<file path="src/rtl/rank_sorter.sv">
// rank_sorter: stable descending odd-even transposition sorter that also reports original lane indices.
// Optional macro SORTER_EARLY_EXIT_EN ends SORT early once the vector is known to be sorted.
module rank_sorter #(
  parameter int W  = 16,
  parameter int N  = 4,
  parameter int IW = ($clog2(N) < 1) ? 1 : $clog2(N)
) (
  input  logic            clk,
  input  logic            rst_n,
  input  logic            in_valid,
  output logic            in_ready,
  input  logic [N*W-1:0]  in_data,
  output logic            out_valid,
  input  logic            out_ready,
  output logic [N*W-1:0]  out_data,
  output logic [N*IW-1:0] out_idx,
  output logic            busy
);
  localparam int PW = $clog2(N + 1);
  typedef enum logic [1:0] {IDLE, SORT, DONE} state_t;
  state_t state, state_nx;
  logic [PW-1:0] ph;
  logic [W-1:0] val [N];
  logic [W-1:0] val_nx [N];
  logic [IW-1:0] idx [N];
  logic [IW-1:0] idx_nx [N];
  logic last;
`ifdef SORTER_EARLY_EXIT_EN
  logic sw, sw_q;
`endif
  // One row of compare-exchange cells; phase parity picks which pairs are active.
  always_comb begin
    val_nx = val;
    idx_nx = idx;
`ifdef SORTER_EARLY_EXIT_EN
    sw = 1'b0;
`endif
    for (int i = 0; i < N - 1; i++)
      if ((i % 2) == int'(ph[0]) && val[i+1] > val[i]) begin
        val_nx[i]   = val[i+1];
        val_nx[i+1] = val[i];
        idx_nx[i]   = idx[i+1];
        idx_nx[i+1] = idx[i];
`ifdef SORTER_EARLY_EXIT_EN
        sw = 1'b1;
`endif
      end
  end
`ifdef SORTER_EARLY_EXIT_EN
  // Two quiet phases in a row (even and odd) mean no adjacent pair is out of order.
  assign last = (ph == PW'(N - 1)) || (!sw && ((N == 2) || (ph != '0 && !sw_q)));
`else
  assign last = ph == PW'(N - 1);
`endif
  always_comb begin
    state_nx = (state == IDLE && in_valid) ? SORT :
               (state == SORT && last)     ? DONE :
               (state == DONE && out_ready) ? IDLE : state;
  end
  always_ff @(posedge clk or negedge rst_n) begin
    if (!rst_n) begin
      state <= IDLE;
      ph    <= '0;
      for (int k = 0; k < N; k++) begin
        val[k] <= '0;
        idx[k] <= '0;
      end
`ifdef SORTER_EARLY_EXIT_EN
      sw_q <= 1'b1;
`endif
    end else begin
      state <= state_nx;
      if (state == IDLE && in_valid) begin
        ph <= '0;
        for (int k = 0; k < N; k++) begin
          val[k] <= in_data[k*W +: W];
          idx[k] <= IW'(k);
        end
`ifdef SORTER_EARLY_EXIT_EN
        sw_q <= 1'b1;
`endif
      end else if (state == SORT) begin
        ph  <= ph + PW'(1);
        val <= val_nx;
        idx <= idx_nx;
`ifdef SORTER_EARLY_EXIT_EN
        sw_q <= sw;
`endif
      end
    end
  end
  for (genvar g = 0; g < N; g++) begin : g_out
    assign out_data[g*W +: W]   = val[g];
    assign out_idx[g*IW +: IW]  = idx[g];
  end
  assign in_ready  = state == IDLE;
  assign out_valid = state == DONE;
  assign busy      = state != IDLE;
endmodule
</file>
<file path="config.mk">
export PLATFORM = sky130hd
export DESIGN_NAME = rank_sorter
export DESIGN_NICKNAME = d
export VERILOG_FILES = /design/src/rtl/rank_sorter.sv
export SDC_FILE = /design/constraint.sdc
export NUM_CORES = 1
export LEC_CHECK = 0
export BUFFER_PORTS_ARGS = -buffer_cell sky130_fd_sc_hd__buf_2
export CORE_UTILIZATION = 53
export DETAILED_ROUTE_END_ITERATION = 12
export PLACE_DENSITY = 0.87
export SLEW_MARGIN = 10
export SYNTH_ARGS = -nofsm -noshare
export SYNTH_HDL_FRONTEND = slang
export SYNTH_SLANG_ARGS = --single-unit
</file>
<file path="constraint.sdc">
create_clock -name clk -period 3.51 [get_ports clk]
set_input_delay 0.702 -clock clk [delete_from_list [all_inputs] [get_ports clk]]
set_output_delay 0.702 -clock clk [all_outputs]
set_load 0.01 [all_outputs]
</file>
==> impl_metrics.ini <==
[clock_network]
cts_tree = done
cts-htree-levels = 3
cts.sinks = 77
cts_resized = 0
post_cts_buffers = 0
clk_latency_ns = 0.35
hold_buffers = 0
clock_path_buffers = 2
clkTransAtPathRegs_ns = 0.09
numCtsBuffers = 9
root_buffer = clkbuf_8

[placed_design]
place_area_sq_um = 5972
gp_congestion = 0.8944
io_buffers = 142
hpwl_mm = 11.24
dp_slack_ns = 0.1040

[synthesis]
synth_top_family_by_area = simple AND/OR/NAND/NOR gates
yosysMostFrequentCell = dfrtp_1
syn-num-nets = 652
syn_inst = 534
synth_area_leaders = dfrtp_1 38%, ha_1 12%, mux2i_1 7.4%, nand3_1 5.1%, a21oi_1 3.8%
synth_common_cells = 77 x dfrtp_1, 52 x inv_1, 52 x nand3_1
postSynth.asyncResetShare = 1.000
ys.flop_type = dfrtp_1
syn-cell-area_sq_um = 5111
yosys.area_share.adder = 0.1224
synth.distinct_cells = 40
yosysTopAreaCellShare = 0.3770
synthSimpleGateAreaFrac = 0.1591
synth_compound_area_frac = 0.1493
yosysTopAreaCell = dfrtp_1
ys_seq_area_frac = 0.3770
ys_warn_count = 0
synth_edf_count = 0
ys_ff_latch = 77
synthXorXnorAreaFrac = 0
syn_avg_cell_area_sq_um = 9.571
synth_mux_area_frac = 0.1258

[drt]
detail_route.wirelength_mm = 15.00
drtIter0Drc = 448
vias = 4891
post_drt_wl_per_cell_um = 18.65
drc = 0
drt_first_pass_iters = 9
ant_nets = 0
via_per_inst = 6.083

[worst_setup_path]
arrival_ns = 3.51
r2r_end = out_data[20]$_DFFE_PN0P_
endpoint_kind = register
crit_chain = inv_1, ha_1, nand4_1, a2111o_1, and4_1, nor2_4, a211o_1, buf_4, mux2_2
crit_type = reg -> reg
r2r_setup_slack_ns = 0.23
worstSetupStartpointType = register
r2r-start = out_data[31]$_DFFE_PN0P_
cp_max_fo = 18
worst_path_max_delay_cell = dfrtp_1
cpPeakStageDelay_ns = 0.49
cp_data_required_time_ns = 3.74
r2r_cells = 9

[job]
drv.max_cap_violation_count = 0

[floorplan]
chipWidth_um = 100.2
dieArea_sq_um = 10040
initial_core_util = 0.5505
ioPinCount = 143
die_y_um = 100.2
core_region_area_sq_um = 9284
rows = 35

[global_routing]
grt_usage = 0.3084
grt_pass1_vias = 4997
grt_pass1_wl_mm = 24.16
grt_overflow = 0
antenna_found_initial = 0
grt_max_degree = 78

[sta]
fin_crit_ns = 3.279
max_slew.worst_pin.slew_ns = 1.225
timing.final.ws_setup_ns = 0.2314
rsz0062_at_grt = no
finalCritPeriodShare = 0.9341
slew_violations = 0
fmax_mhz = 305.0
setup_viol = 0
fin_worst_skew_ns = 0.01319
final.setup.tns_ns = 0
hold_violations = 0
timing.slew.headroom = 0.1821

[cells_and_area]
syn2layout_area_growth_pct = 20.69
layout.nets = 788
antenna_cells = 0
drive_above_1_share = 0.2933
finalInstanceArea_sq_um = 6168

[power_and_ir_drop]
leakagePower_nw = 3.021
vdd_drop_max_mv = 0.1687
p_per_area_nw_per_um2 = 262.2

[worst_hold_path]
holdPathEnd = ph[2]$_DFFE_PN0P_
hold_depth = 2
hold_path_startpoint = ph[2]$_DFFE_PN0P_
hold_class = reg -> reg

[status]
status = finished, final reports clean
==> cells by family after synthesis <==
group | Yosys count
fa+ha+maj | 50
flops | 77
compound gates | 102
mux | 58
buf+inv | 83
simple gates | 164
==> cells in the final DEF, fill, tap and decap left out, types with 5 or more instances in the layout <==
cell	count
a21o_1	5
a21oi_1	38
a221o_1	17
a222oi_1	16
buf_2	141
buf_4	15
clkbuf_8	9
dfrtp_1	77
ha_1	50
inv_1	52
mux2_2	8
mux2_4	10
mux2i_1	38
nand2_1	28
nand3_1	52
nand4_1	28
nor2_1	27
nor2b_1	5
nor3_1	16
o21ai_0	8
==> metrics by stage <==
stage          std cells  hold WS, ns  utilization  total power [mW]
2_1_floorplan        534       0.4064            -            0.9049
3_3_place_gp         788       0.4676       0.6433            0.9617
3_5_place_dp         788       0.4710       0.6433            0.9625
4_1_cts              804       0.4900       0.6637             1.624
5_1_grt              804       0.5159       0.6644             1.669
6_report             804       0.4921       0.6644             1.617
==> sequential cells by signal, summed over array words and instances, names as in the netlist <==
signal	cells
ph	3
out_idx	8
state	2
out_data	64
==> report_power, final <==
group | leakage (nW) | internal [mW] | switching, mW | total [mW]
clock network | 0.0987 | 0.325 | 0.348 | 0.673
registers | 0.789 | 0.886 | 0 | 0.886
logic | 2.13 | 0.0268 | 0.0312 | 0.0580
total | 3.02 | 1.24 | 0.379 | 1.62
==> critical path, delay by kind of cell, from the launching register on <==
kind | cells | cell delay (ns)
flops | 1 | 0.49
simple gates | 3 | 0.96
mux | 1 | 0.38
fa+ha+maj | 1 | 0.31
compound gates | 2 | 0.62
buf+inv | 2 | 0.39
==> layer usage <==
| metal | GRT usage | vias up | routed length [um] |
|---|---|---|---|
| met5 | 0 | - | 0 |
| met4 | 0.1338 | 0 | 328 |
| met3 | 0.06685 | 34 | 1282 |
| met2 | 0.4932 | 270 | 7085 |
| met1 | 0.4042 | 2330 | 6301 |
| li1 | - | 2257 | - |
==> final cells by class <==
class | instances | area, sq um
repair buffers | 156 | 818.3
multi-input cells | 374 | 2877
clock buffers | 9 | 123.9
well taps | 129 | 161.4
flip-flops and latches | 77 | 1927
fillers | 754 | 3115
clock inverters | 7 | 66.31
inverters | 52 | 195.2
==> worst max path at each step <==
stage / startpoint / end / slack [ns] / cells past startpoint
after global placement: out_data[31]$_DFFE_PN0P_ / out_data[43]$_DFFE_PN0P_ / 0.33 / 8
after CTS: out_data[31]$_DFFE_PN0P_ / out_data[33]$_DFFE_PN0P_ / 0.06 / 8
after global routing: out_data[30]$_DFFE_PN0P_ / out_data[20]$_DFFE_PN0P_ / 0.08 / 9
after detailed placement: out_data[31]$_DFFE_PN0P_ / out_data[38]$_DFFE_PN0P_ / 0.10 / 8
after floorplan: out_data[31]$_DFFE_PN0P_ / out_data[24]$_DFFE_PN0P_ / 0.73 / 11
final: out_data[31]$_DFFE_PN0P_ / out_data[20]$_DFFE_PN0P_ / 0.23 / 9
(Power assumes the default switching activity.)
